<file path="src/rtl/constants.vh">
// Register map, control/status bit positions and reset values shared by the io_timer design.
`ifndef IO_TIMER_CONSTANTS_VH
`define IO_TIMER_CONSTANTS_VH

`define IOT_OFF_CTRL    3'd0
`define IOT_OFF_COUNT   3'd1
`define IOT_OFF_CMP     3'd2
`define IOT_OFF_PRESC   3'd3
`define IOT_OFF_STATUS  3'd4
`define IOT_OFF_CAP     3'd5

`define IOT_CTRL_EN     0
`define IOT_CTRL_AUTO   1
`define IOT_CTRL_IE     2

`define IOT_ST_MATCH    0
`define IOT_ST_OVF      1
`define IOT_ST_CAPF     2

`define IOT_CMP_RESET   16'hFFFF
`define IOT_PRESC_RESET 16'h0000

`endif

</file>
<file path="src/rtl/io_timer_pkg.sv">
// Shared types for io_timer: read-handshake FSM states and the control/status field width.
package io_timer_pkg;

  typedef enum logic {
    IDLE    = 1'b0,
    RD_DATA = 1'b1
  } rd_state_t;

  localparam int FLAG_W = 3;

endpackage

</file>
<file path="src/rtl/io_timer.sv">
// Memory-mapped 16-bit timer with prescaler, compare match, overflow and optional input capture.
// Capture is built only when IO_TIMER_CAPTURE_EN is defined; otherwise CAP and CAPF read 0.
`include "constants.vh"

module io_timer
  import io_timer_pkg::*;
#(
  parameter logic [7:0] BASE_HI = 8'h81
) (
  input  logic        i_clk,
  input  logic        i_rst,
  input  logic [15:0] i_addr,
  input  logic        i_sel,
  input  logic        i_we,
  input  logic        i_re,
  input  logic [15:0] i_wdata,
  output logic [15:0] o_rdata,
  output logic        o_rdy,
  input  logic        i_cap,
  output logic        o_irq
);

  logic              hit;
  logic [2:0]        off;
  logic              wr;
  logic              rd_req;
  logic              count_wr;
  logic              tick;
  logic              match_ev;
  logic              ovf_ev;
  logic              capf_ev;
  logic [FLAG_W-1:0] ctrl;
  logic [FLAG_W-1:0] status;
  logic [15:0]       count;
  logic [15:0]       cmp;
  logic [15:0]       presc;
  logic [15:0]       prescale;
  logic [15:0]       cap;
  logic [15:0]       sel_data;
  logic [15:0]       read_data;
  rd_state_t         state;
  rd_state_t         next_state;
  logic              unused_addr;

  assign hit         = i_sel && (i_addr[15:8] == BASE_HI);
  assign off         = i_addr[3:1];
  assign wr          = hit && i_we;
  assign rd_req      = hit && i_re;
  assign count_wr    = wr && (off == `IOT_OFF_COUNT);
  assign unused_addr = ^{i_addr[7:4], i_addr[0]};

  // A COUNT write takes the cycle over completely, so a coincident tick is dropped.
  assign tick     = ctrl[`IOT_CTRL_EN] && (prescale == presc) && !count_wr;
  assign match_ev = tick && (count == cmp);
  assign ovf_ev   = tick && (count != cmp) && (count == 16'hFFFF);

`ifdef IO_TIMER_CAPTURE_EN
  logic cap_prev;

  assign capf_ev = i_cap && !cap_prev;

  always_ff @(posedge i_clk) begin
    if (i_rst) begin
      cap_prev <= 1'b0;
      cap      <= 16'h0000;
    end else begin
      cap_prev <= i_cap;
      if (capf_ev) cap <= count;
    end
  end
`else
  logic unused_cap;

  assign unused_cap = i_cap;
  assign capf_ev    = 1'b0;
  assign cap        = 16'h0000;
`endif

  always_comb begin
    sel_data = 16'h0000;
    case (off)
      `IOT_OFF_CTRL:   sel_data = {13'd0, ctrl};
      `IOT_OFF_COUNT:  sel_data = count;
      `IOT_OFF_CMP:    sel_data = cmp;
      `IOT_OFF_PRESC:  sel_data = presc;
      `IOT_OFF_STATUS: sel_data = {13'd0, status};
      `IOT_OFF_CAP:    sel_data = cap;
      default:         sel_data = 16'h0000;
    endcase
  end

  always_ff @(posedge i_clk) begin
    if (i_rst) begin
      ctrl     <= '0;
      count    <= 16'h0000;
      cmp      <= `IOT_CMP_RESET;
      presc    <= `IOT_PRESC_RESET;
      status   <= '0;
      prescale <= 16'h0000;
    end else begin
      if (wr && (off == `IOT_OFF_CTRL))  ctrl  <= i_wdata[FLAG_W-1:0];
      if (wr && (off == `IOT_OFF_CMP))   cmp   <= i_wdata;
      if (wr && (off == `IOT_OFF_PRESC)) presc <= i_wdata;

      if (count_wr) begin
        count    <= i_wdata;
        prescale <= 16'h0000;
      end else if (ctrl[`IOT_CTRL_EN]) begin
        prescale <= (prescale == presc) ? 16'h0000 : prescale + 16'd1;
        if (tick) count <= (match_ev && ctrl[`IOT_CTRL_AUTO]) ? 16'h0000 : count + 16'd1;
      end

      // Clear first, then OR in new events so a same-cycle set survives the write-1-to-clear.
      status <= ((wr && (off == `IOT_OFF_STATUS)) ? (status & ~i_wdata[FLAG_W-1:0]) : status)
                | {capf_ev, ovf_ev, match_ev};
    end
  end

  always_ff @(posedge i_clk) begin
    if (i_rst) begin
      state     <= IDLE;
      read_data <= 16'h0000;
    end else begin
      state <= next_state;
      if ((state == IDLE) && rd_req) read_data <= sel_data;
    end
  end

  always_comb begin
    next_state = state;
    case (state)
      IDLE:    if (rd_req) next_state = RD_DATA;
      RD_DATA: next_state = IDLE;
      default: next_state = IDLE;
    endcase
  end

  always_comb begin
    o_rdy   = 1'b1;
    o_rdata = 16'h0000;
    case (state)
      IDLE:    o_rdy = !rd_req;
      RD_DATA: o_rdata = read_data;
      default: o_rdy = 1'b1;
    endcase
  end

  assign o_irq = ctrl[`IOT_CTRL_IE] && (status[`IOT_ST_MATCH] || status[`IOT_ST_OVF]);

endmodule

</file>
<file path="config.mk">
export PLATFORM = sky130hd
export DESIGN_NAME = io_timer
export DESIGN_NICKNAME = d
export VERILOG_FILES = /design/src/rtl/io_timer_pkg.sv /design/src/rtl/io_timer.sv
export VERILOG_INCLUDE_DIRS = /design/src /design/src/rtl
export SDC_FILE = /design/constraint.sdc
export NUM_CORES = 1
export LEC_CHECK = 0
export CORE_MARGIN = 5
export CORE_UTILIZATION = 40
export CTS_CLUSTER_DIAMETER = 40
export CTS_CLUSTER_SIZE = 14
export DETAILED_ROUTE_END_ITERATION = 10
export PLACE_DENSITY = 0.68
export SLEW_MARGIN = 0
export SYNTH_ARGS = -nofsm -noshare
export SYNTH_HDL_FRONTEND = slang
export SYNTH_SLANG_ARGS = --single-unit
</file>
<file path="constraint.sdc">
create_clock -name i_clk -period 4.47 [get_ports i_clk]
set_input_delay 0.894 -clock i_clk [delete_from_list [all_inputs] [get_ports i_clk]]
set_output_delay 0.894 -clock i_clk [all_outputs]
set_load 0.02 [all_outputs]
</file>
Yosys cells after proc, flatten, opt, wreduce, memory -nomap -nowiden:

Cells that the tools add are included.

* add/sub/neg operators: 2
* eq/ne operators: 9
* muxes and demuxes: 11
* bitwise operators: 4
* reduce and logical (&&, ||, !) cells: 24

Operators by type and width (count)
* 16-bit 2-to-1 mux: 6
* 16-bit case mux with 5 select lines: 1
* 16-bit by 1-bit adder with 16-bit output, second input constant: 2
* 16-bit == test: 2
* 16-bit == test, second input constant: 1
* 1-bit logical AND: 16
* 16-bit != test: 1
* 8-bit == test, second input constant: 1
* 3-bit by 2-bit == test with 1-bit output, second input constant: 2
* 2-bit nonzero test: 2
* 3-bit AND: 1
* 3-bit by 1-bit == test with 1-bit output, second input constant: 1
* 3-bit == test, second input constant: 1
* 3-bit logical NOT: 1
* 3-bit 2-to-1 mux: 1
* 3-bit NOT: 1
* 3-bit by 2-bit bitwise OR with 3-bit output: 1
* 1-bit logical NOT: 2
* 1-bit 2-to-1 mux: 2
* 1-bit case mux with 2 select lines: 1
* 2-bit AND reduction: 1
* 2-bit OR reduction: 1
* 1-bit logical OR: 1
* 1-bit NOT: 1

* register bits: 87
* input port bits: 38
* output and inout bits: 18
* word-level logic and storage cells: 58

Logic depth before layout (Yosys ltp):

Gate-level depths: netlist (run 1).

* depth after elaboration: 12
* mapped depth: 8

Worst setup path after synthesis (run 1):

No wires, ideal clock.

* path type: input to output
* start point: input i_addr[10]
* end point: output o_rdy
* arrival time: 2.064 ns
* data required time: 3.576 ns
* setup slack: 1.512 ns
* stages on the path: 4
* path buffers: 1
* cells stage by stage: or4_1 > nor2_1 > nand4b_1 > clkbuf_1

* word-level cells in the longest chain between the ends: 5

RTL lines
* start, declared: line io_timer.sv:12 `input logic [15:0] i_addr,`
* 8-bit == test: line io_timer.sv:45 `assign hit = i_sel && (i_addr[15:8] == BASE_HI);`
* 1-bit logical AND: line io_timer.sv:45
* 1-bit logical AND: line io_timer.sv:48 `assign rd_req = hit && i_re;`
* 1-bit logical NOT: line io_timer.sv:142 `IDLE: o_rdy = !rd_req;`
* 1-bit 2-to-1 mux: line io_timer.sv:141 `case (state)`
* end, declared: line io_timer.sv:18 `output logic o_rdy,`

Every way passes these cells.

Worst setup path in the final report (run 1):

Ends and elaborated chain as after synthesis.

==> results of run 1 <==
## where the power goes
part / internal [uW] / leakage [uW] / switching, uW
clock network: 496 / 0.000157 / 328
logic: 42.6 / 0.00111 / 52.5
registers: 775 / 0.000701 / 0.135
total: 1310 / 0.00197 / 380
## state kept, by name, summed over array words and instances, names as in the netlist
signal and count:
cmp 16, count 16, presc 16, prescale 16
read_data 16, ctrl 3, status 3, state 1
## cell usage after synthesis, types with 2 or more instances
master and n:
mux2i_1 7, nor4b_4 2, nand4_1 16, o21ai_0 5, nand3_1 15, nand2_1 66, nor3b_1 3, inv_1 5
and3_1 4, and2_1 16, buf_2 5, nand2b_1 3, nand4b_1 2, clkbuf_1 31, a211oi_1 18, buf_1 2
buf_4 4, ha_1 2, dfxtp_1 87, mux2_2 26, buf_6 3, nor2_1 82, xor2_1 21, a21oi_2 14
or4_1 2, a22oi_1 13, and4_1 4, xnor2_1 39, mux4_2 2, a21oi_1 40, nor3_1 30
## stage by stage
step / std cells / hold slack, ns / power [uW]
4_1_cts: 757 / 0.482 / 1710
6_report: 757 / 0.484 / 1690
3_3_place_gp: 741 / 0.460 / 886
3_5_place_dp: 741 / 0.471 / 887
2_1_floorplan: 581 / 0.441 / 840
5_1_grt: 757 / 0.498 / 1750
## per-layer routing
layer  track usage  vias to the layer above  part of all wire
met1         0.223                     1960              0.45
li1              -                     2052                 -
met5             0                        -                 0
met3        0.0389                       20             0.040
met2         0.286                       91              0.49
met4        0.0702                        0             0.021
## worst min path at each step
stage	startpoint	end	slack [ns]	depth (start not counted)
2_1_floorplan	presc[5]$_SDFFE_PP0P_	presc[5]$_SDFFE_PP0P_	0.44	2
3_5_place_dp	read_data[0]$_SDFFE_PP0P_	read_data[0]$_SDFFE_PP0P_	0.47	2
4_1_cts	presc[5]$_SDFFE_PP0P_	presc[5]$_SDFFE_PP0P_	0.48	2
3_3_place_gp	read_data[0]$_SDFFE_PP0P_	read_data[0]$_SDFFE_PP0P_	0.46	2
5_1_grt	status[2]$_SDFFE_PP0N_	status[2]$_SDFFE_PP0N_	0.50	1
6_report	presc[5]$_SDFFE_PP0P_	presc[5]$_SDFFE_PP0P_	0.48	2
## worst register-to-register path, cell delays in order, from the launching register on
cell      delay [ns]
dfxtp_1         0.54
xnor2_1         0.22
nand4_1         0.12
nor4_1          0.66
nand2_1         0.55
nand2_1         0.19
a211oi_1        0.09
## cell type report
cell class	instances	area share
clock buffer	9	0.0400
clock inverter	7	0.0182
tap	147	0.0326
timing repair buffer	58	0.0982
multi-input combinational	444	0.499
inverter	5	0.00333
sequential	87	0.309
## kinds of logic after synthesis
group                      count (synthesis)  synth area share
AOI/OAI and AO/OA                         92             0.124
and+or+nand+nor                          255             0.263
xor gates and xnor gates                  60             0.110
muxes                                     35            0.0853
adders and majority gates                  2           0.00523
DFF                                       87             0.364
buffers and inverters                     50            0.0484
==> flow_summary.ini, run 1 <==
[yosys]
synth.area.top_cells = dfxtp_1, xnor2_1, nor2_1
synth_top_area_cell = dfxtp_1
netlist_area_mm2 = 0.00478
synth_ff_type = dfxtp_1
async_flop_share = 0
ys_seq_area_frac = 0.364
syn_nets = 621
synth_cells = 581
syn_area_per_cell_um2 = 8.23
yosys.area.top_type_share = 0.364
synth_edf_count = 0
ys_warn_count = 0
synthDistinctLibCells = 43
synth-seq-cells = 87

[clocking]
insertion_delay_ns = 0.35
clockRootBuffer = clkbuf_16
postCtsSetupBuffers = 0
clk_pin_slew_ns = 0.07
cts_buffers = 9
cts_tree = done
clk_path_buf_depth = 2
cts_sinks = 87
htree_num_levels = 3
cts-resized-gates = 0
hold_buffers = 0

[critical_path]
startpoint_type = input port
worstPathBufferInverterCount = 2
required_ns = 3.58
cp_num_cells = 5
critPathSlowestCell = clkdlybuf4s50_1
crit_path_end_kind = output port
rrSetupSlack_ns = 1.95
worstPathArrival_ns = 2.69
critPathTopFamily = buffers and inverters
r2r_end = count[1]$_SDFFE_PP0P_
path_max_fanout = 2
cpPeakStageDelay_ns = 0.58
endpoint = o_rdy
critPathKind = in2out
rr_worst_depth = 6
crit_start = i_addr[10]
crit_top_cell = clkdlybuf4s50_1
r2r-start = count[0]$_SDFFE_PP0P_
path_cells = clkdlybuf4s50_1, or4_1, nor2_1, nand4b_1, clkdlybuf4s50_1

[grt]
grt_pass1_wl_um = 20200
track_usage = 0.175
grt_antenna_before_repair = 0
grt_max_degree = 54
grt.overflow.total = 0
grt_pass1_vias = 3997

[cells_and_area]
layout-drive-gt1-share = 0.123
multi_input_area_mm2 = 0.00281
fin_nets = 645
final_cell_area_mm2 = 0.00563
nFillCells = 1126
num_antenna_cells = 0
layout_common_cells = dfxtp_1, nor2_1, nand2_1, clkdlybuf4s50_1, a21oi_1
area_delta_synth_final_pct = 17.8
regArea_mm2 = 0.00174
utilization = 0.475
final_common_cell = dfxtp_1

[pwr]
p_per_area_mw_per_mm2 = 301
p_leak_uw = 0.00197
irDropWorstVdd_uv = 158

[route]
via_count = 4123
totalWireLength_um = 12200
drtAntennaViolNets = 0
wl_per_cell_um = 16.1
drt-initial-drc-count = 320
viasPerCell = 5.45
dr.pass1.iters = 5
route.detailed.drc = 0

[timing]
hold_viol = 0
skew_ns = 0.0109
tightestPinTransition_ns = 0.962
grt_setup_unrepaired = no
fin_crit_sh = 0.802
slew_viol_final = 0
period_minus_slack_ns = 3.58
fmax_mhz = 279
relSlewSlack = 0.359
setup_ws_ns = 0.886
finalSetupViolations = 0
setup_tns_ns = 0

[place]
dpl.hpwl_um = 8620
port_buffers = 49
gp_congestion = 0.869
placed_area_mm2 = 0.00531
dp_worst_setup_slack_ns = 0.903

[worst_hold_path]
min_path_type = reg2reg

[floorplan]
row_count = 40
die_area_mm2 = 0.0142
die-width_um = 119
initial_utilization = 0.403
core_area_mm2 = 0.0119
die_h_um = 119
ios = 56

[run]
drv_cap = 0

[outcome]
status = completed
(Power assumes the default switching activity.)
==> run 2: changes to the inputs <==
--- a/config.mk
+++ b/config.mk
@@ -11,7 +11,7 @@
 export CTS_CLUSTER_DIAMETER = 40
 export CTS_CLUSTER_SIZE = 14
 export DETAILED_ROUTE_END_ITERATION = 10
-export PLACE_DENSITY = 0.68
+export PLACE_DENSITY = 0.71
 export SLEW_MARGIN = 0
 export SYNTH_ARGS = -nofsm -noshare
 export SYNTH_HDL_FRONTEND = slang
==> constraint.sdc (replaced) <==
create_clock -name i_clk -period 3.19 [get_ports i_clk]
set_input_delay 0.638 -clock i_clk [delete_from_list [all_inputs] [get_ports i_clk]]
set_output_delay 0.638 -clock i_clk [all_outputs]
set_load 0.02 [all_outputs]
==> run 2 against run 1 <==
Compared with the run above: worst hold slack got worse by 0.011 ns; non-clock buffer count grew 5; via count up 0.41%; core utilization is 0.49 points higher; critical path type unchanged; routed wire length fell by 0.75%; global-route usage down 0.20 points; largest cell class unchanged; sequential share of layout area is 0.31 points lower; critical path depth unchanged; flip-flop and latch count did not move; final cell count rose by 0.66%; clock skew decreased by 0.0033 ns; final area up 1.0%.
==> flow_summary.ini, run 2 (synthesized netlist as in run 1, its figures left out) <==
[outcome]
status = completed

[grt]
grt.overflow.total = 0
grt_pass1_vias = 4204
grt_pass1_wl_um = 20300
track_usage = 0.173
grt_antenna_before_repair = 0
grt_max_degree = 60

[critical_path]
critPathKind = in2out
cpPeakStageDelay_ns = 0.58
crit_start = i_addr[10]
startpoint_type = input port
r2r-start = prescale[10]$_SDFFE_PP0P_
worstPathArrival_ns = 2.45
crit_top_cell = clkdlybuf4s50_1
worstPathBufferInverterCount = 2
crit_path_end_kind = output port
critPathTopFamily = buffers and inverters
path_cells = clkdlybuf4s50_1, or4_1, nor2_1, nand4b_1, clkdlybuf4s50_1
required_ns = 2.55
critPathSlowestCell = clkdlybuf4s50_1
path_max_fanout = 2

[route]
viasPerCell = 5.43
totalWireLength_um = 12100
drtAntennaViolNets = 0
drt-initial-drc-count = 246
via_count = 4140
route.detailed.drc = 0
wl_per_cell_um = 15.9
dr.pass1.iters = 5

[timing]
finalSetupViolations = 0
relSlewSlack = 0.613
fin_crit_sh = 0.967
hold_viol = 0
slew_viol_final = 0
skew_ns = 0.00767
grt_setup_unrepaired = no
fmax_mhz = 324
tightestPinTransition_ns = 0.580
period_minus_slack_ns = 3.09
setup_ws_ns = 0.104
setup_tns_ns = 0

[clocking]
clk_path_buf_depth = 2
insertion_delay_ns = 0.34
cts_tree = done
postCtsSetupBuffers = 0
clockRootBuffer = clkbuf_16
htree_num_levels = 3
clk_pin_slew_ns = 0.06
hold_buffers = 0
cts_buffers = 9
cts-resized-gates = 0
cts_sinks = 87

[worst_hold_path]
min_path_type = reg2reg
hp-start = presc[5]$_SDFFE_PP0P_

[cells_and_area]
num_antenna_cells = 0
layout_common_cells = dfxtp_1, nor2_1, nand2_1, clkdlybuf4s50_1, a21oi_1
layout-drive-gt1-share = 0.128
fin_nets = 650
utilization = 0.480
area_delta_synth_final_pct = 19.0
multi_input_area_mm2 = 0.00281
regArea_mm2 = 0.00174
final_common_cell = dfxtp_1
nFillCells = 1126

[place]
gp_congestion = 0.861
dp_worst_setup_slack_ns = 0.119
dpl.hpwl_um = 8760
port_buffers = 49

[floorplan]
ios = 56
die_h_um = 119
core_area_mm2 = 0.0119
die-width_um = 119
initial_utilization = 0.403
die_area_mm2 = 0.0142
row_count = 40

[run]
drv_cap = 0

[pwr]
p_per_area_mw_per_mm2 = 404
p_leak_uw = 0.00199
power_uw = 2300
irDropWorstVdd_uv = 202
run 2: changes by cell type in the layout (fill, tap and decap cells not counted):
cell / before / now
buf_12: 0 / 3
buf_4: 9 / 11
bufinv_16: 2 / 1
clkbuf_1: 0 / 1
clkbuf_8: 0 / 2
clkinvlp_4: 1 / 2
inv_6: 3 / 0
run 2: power by group:
group	leakage (uW)	switching, uW	internal [uW]
combinational	0.00115	73.0	61.4
sequential	0.000701	0.178	1090
clock	0.000145	429	651
total	0.00199	502	1800
run 2: worst paths after layout:
check                          end  slack [ns]  depth (start not counted)
min reg2reg  presc[5]$_SDFFE_PP0P_        0.47                          2
min          presc[5]$_SDFFE_PP0P_        0.47                          2
max                          o_rdy        0.10                          5
max reg2reg  count[4]$_SDFFE_PP0P_        0.79                          7
run 2: tightest hold or removal path, delay by kind of cell, from the launching register on:
family | cells | cell delay (ns)
and+or+nand+nor | 1 | 0.06
AOI/OAI and AO/OA | 1 | 0.05
DFF | 1 | 0.32
run 2: per-stage QoR:
step                      hold WS (ns)  instance area, um2  std cells
after CTS                        0.476                5690        762
after detailed placement         0.468                5380        746
after global placement           0.461                5380        746
final                            0.473                5690        762
after floorplan                  0.441                4780        581
after global routing             0.503                5690        762
run 2: layout make-up:
type,count,share of cell area
Timing Repair Buffer,63,0.110
Sequential cell,87,0.306
Multi-Input combinational cell,444,0.494
Inverter,5,0.00330
Clock buffer,12,0.0451
Clock inverter,4,0.00945
Tap cell,147,0.0323
run 2: metal layers:
| metal | vias up | wire [um] | GRT usage |
|---|---|---|---|
| li1 | 2056 | - | - |
| met1 | 1951 | 5400 | 0.216 |
| met2 | 111 | 5890 | 0.293 |
| met3 | 22 | 537 | 0.0351 |
| met4 | 0 | 261 | 0.0644 |
| met5 | - | 0 | 0 |
==> run 3: changes to the inputs <==
--- a/config.mk
+++ b/config.mk
@@ -11,7 +11,9 @@
 export CTS_CLUSTER_DIAMETER = 40
 export CTS_CLUSTER_SIZE = 14
 export DETAILED_ROUTE_END_ITERATION = 10
+export MAX_ROUTING_LAYER = met4
 export PLACE_DENSITY = 0.71
+export REMOVE_ABC_BUFFERS = 1
 export SLEW_MARGIN = 0
 export SYNTH_ARGS = -nofsm -noshare
 export SYNTH_HDL_FRONTEND = slang
==> run 3 against run 2 <==
Compared with the run above: first-iteration DRC count decreased by 9.8%; maximum frequency increased by 0.76%; sequential power about the same; global-route usage increased by 1.1 points; via count increased by 0.72%; core utilization decreased by 0.14 points; critical endpoint unchanged; clock-buffer cell count unchanged; die area unchanged; register-to-register slack got worse by 0.23 ns; non-clock buffer count increased by 1; highest routed layer unchanged.
==> flow_summary.ini, run 3 (synthesized netlist as in run 1, its figures left out) <==
[pwr]
p_leak_uw = 0.00199
sw_frac_of_total = 0.218
pwr-share-clk = 0.468
p_seq_frac = 0.474
irDropWorstVdd_uv = 207
power_uw = 2290
comb_power_share = 0.058
p_int_uw = 1790
p_per_area_mw_per_mm2 = 404
power.switching_uw = 498

[critical_path]
worstPathBufferInverterCount = 2
rrSetupSlack_ns = 0.56
critPathKind = in2out
required_ns = 2.55
crit_top_cell = clkdlybuf4s50_1
r2r_end = count[15]$_SDFFE_PP0P_
startpoint_type = input port
critPathTopFamily = buffers and inverters
critPathSlowestCell = clkdlybuf4s50_1
path_max_fanout = 2
path_cells = clkdlybuf4s50_1, or4_1, nor2_1, nand4b_1, clkdlybuf4s50_1
rr_worst_depth = 7
cpPeakStageDelay_ns = 0.57
crit_start = i_addr[10]
r2r-start = prescale[0]$_SDFFE_PP0P_
endpoint = o_rdy
crit_path_end_kind = output port
worstPathArrival_ns = 2.42
cp_num_cells = 5

[timing]
hold_viol = 0
setup_tns_ns = 0
grt_setup_unrepaired = no
timing.hold.ws_ns = 0.475
skew_ns = 0.00716
period_minus_slack_ns = 3.06
fmax_mhz = 327
tightestPinTransition_ns = 0.570
setup_ws_ns = 0.127
fin_crit_sh = 0.960
relSlewSlack = 0.619
finalSetupViolations = 0
slew_viol_final = 0

[cells_and_area]
final_common_cell = dfxtp_1
multi_input_area_mm2 = 0.00281
fin_nets = 651
layout_common_cells = dfxtp_1, nor2_1, nand2_1, clkdlybuf4s50_1, a21oi_1
num_antenna_cells = 0
regArea_mm2 = 0.00174
layout-drive-gt1-share = 0.128
area_delta_synth_final_pct = 18.7
nFillCells = 1138

[floorplan]
die-width_um = 119
die_area_mm2 = 0.0142
core_area_mm2 = 0.0119
row_count = 40
initial_utilization = 0.403
ios = 56
die_h_um = 119

[clocking]
cts_tree = done
cts_sinks = 87
clockRootBuffer = clkbuf_16
htree_num_levels = 3
cts_buffers = 9
insertion_delay_ns = 0.34
cts-resized-gates = 0
hold_buffers = 0
clk_path_buf_depth = 2
clk_pin_slew_ns = 0.06
postCtsSetupBuffers = 0

[route]
viasPerCell = 5.47
dr.pass1.iters = 5
via_count = 4170
route.detailed.drc = 0
totalWireLength_um = 12500
wl_per_cell_um = 16.4
drtAntennaViolNets = 0
drt-initial-drc-count = 222

[grt]
track_usage = 0.183
grt_pass1_wl_um = 20800
grt_max_degree = 34
grt_antenna_before_repair = 0
grt.overflow.total = 0
grt_pass1_vias = 4108

[worst_hold_path]
min_path_type = reg2reg

[place]
dp_worst_setup_slack_ns = 0.122
gp_congestion = 0.901
dpl.hpwl_um = 8670
port_buffers = 49

[run]
drv_cap = 0

[outcome]
status = completed
==> run 3: cell count changes in the layout (fill, tap and decap cells not counted), sizes merged <==
cell / delta
buf: +1
clkinvlp: -1
==> run 3: per-stage QoR <==
stage | cells | util | area [um2]
final | 762 | 0.478 | 5680
after global routing | 762 | 0.478 | 5680
after CTS | 762 | 0.478 | 5680
after detailed placement | 747 | 0.453 | 5380
after global placement | 747 | 0.453 | 5380
after floorplan | 536 | - | 4570
==> run 3: final cells by class <==
class,count,share of cell area
multi-input combinational,444,0.495
sequential,87,0.307
timing repair buffer,64,0.110
clock buffer,12,0.0452
tap,147,0.0324
clock inverter,3,0.00750
inverter,5,0.00331
==> run 3: worst min path at each step <==
stage	startpoint	to	slack, ns	cells after the start
after global placement	read_data[2]$_SDFFE_PP0P_	read_data[2]$_SDFFE_PP0P_	0.46	2
after detailed placement	read_data[15]$_SDFFE_PP0P_	read_data[15]$_SDFFE_PP0P_	0.47	2
final	read_data[3]$_SDFFE_PP0P_	read_data[3]$_SDFFE_PP0P_	0.47	2
after global routing	read_data[11]$_SDFFE_PP0P_	read_data[11]$_SDFFE_PP0P_	0.50	2
after floorplan	presc[5]$_SDFFE_PP0P_	presc[5]$_SDFFE_PP0P_	0.44	2
after CTS	status[2]$_SDFFE_PP0N_	status[2]$_SDFFE_PP0N_	0.48	1
==> run 3: worst register-to-register path, stage by stage, from the launching register on <==
cell and delay [ns]:
dfxtp_1 0.47, xnor2_1 0.20, nand4b_1 0.12, or4b_1 0.53
nor4b_4 0.51, buf_4 0.39, nor2_1 0.10, a211oi_1 0.24
==> run 3: power groups by stage <==
stage                     combinational [uW]  clock [uW]  sequential (uW)
after floorplan                         38.7           0             1110
after global placement                   130           0             1110
after detailed placement                 133           0             1110
after CTS                                133        1090             1090
after global routing                     143        1140             1090
final                                    133        1070             1090
==> run 3: per-layer routing <==
metal | track usage | share of wire
met2 | 0.274 | 0.46
met1 | 0.242 | 0.47
met4 | 0.0888 | 0.025
met3 | 0.0294 | 0.048
met5 | - | 0
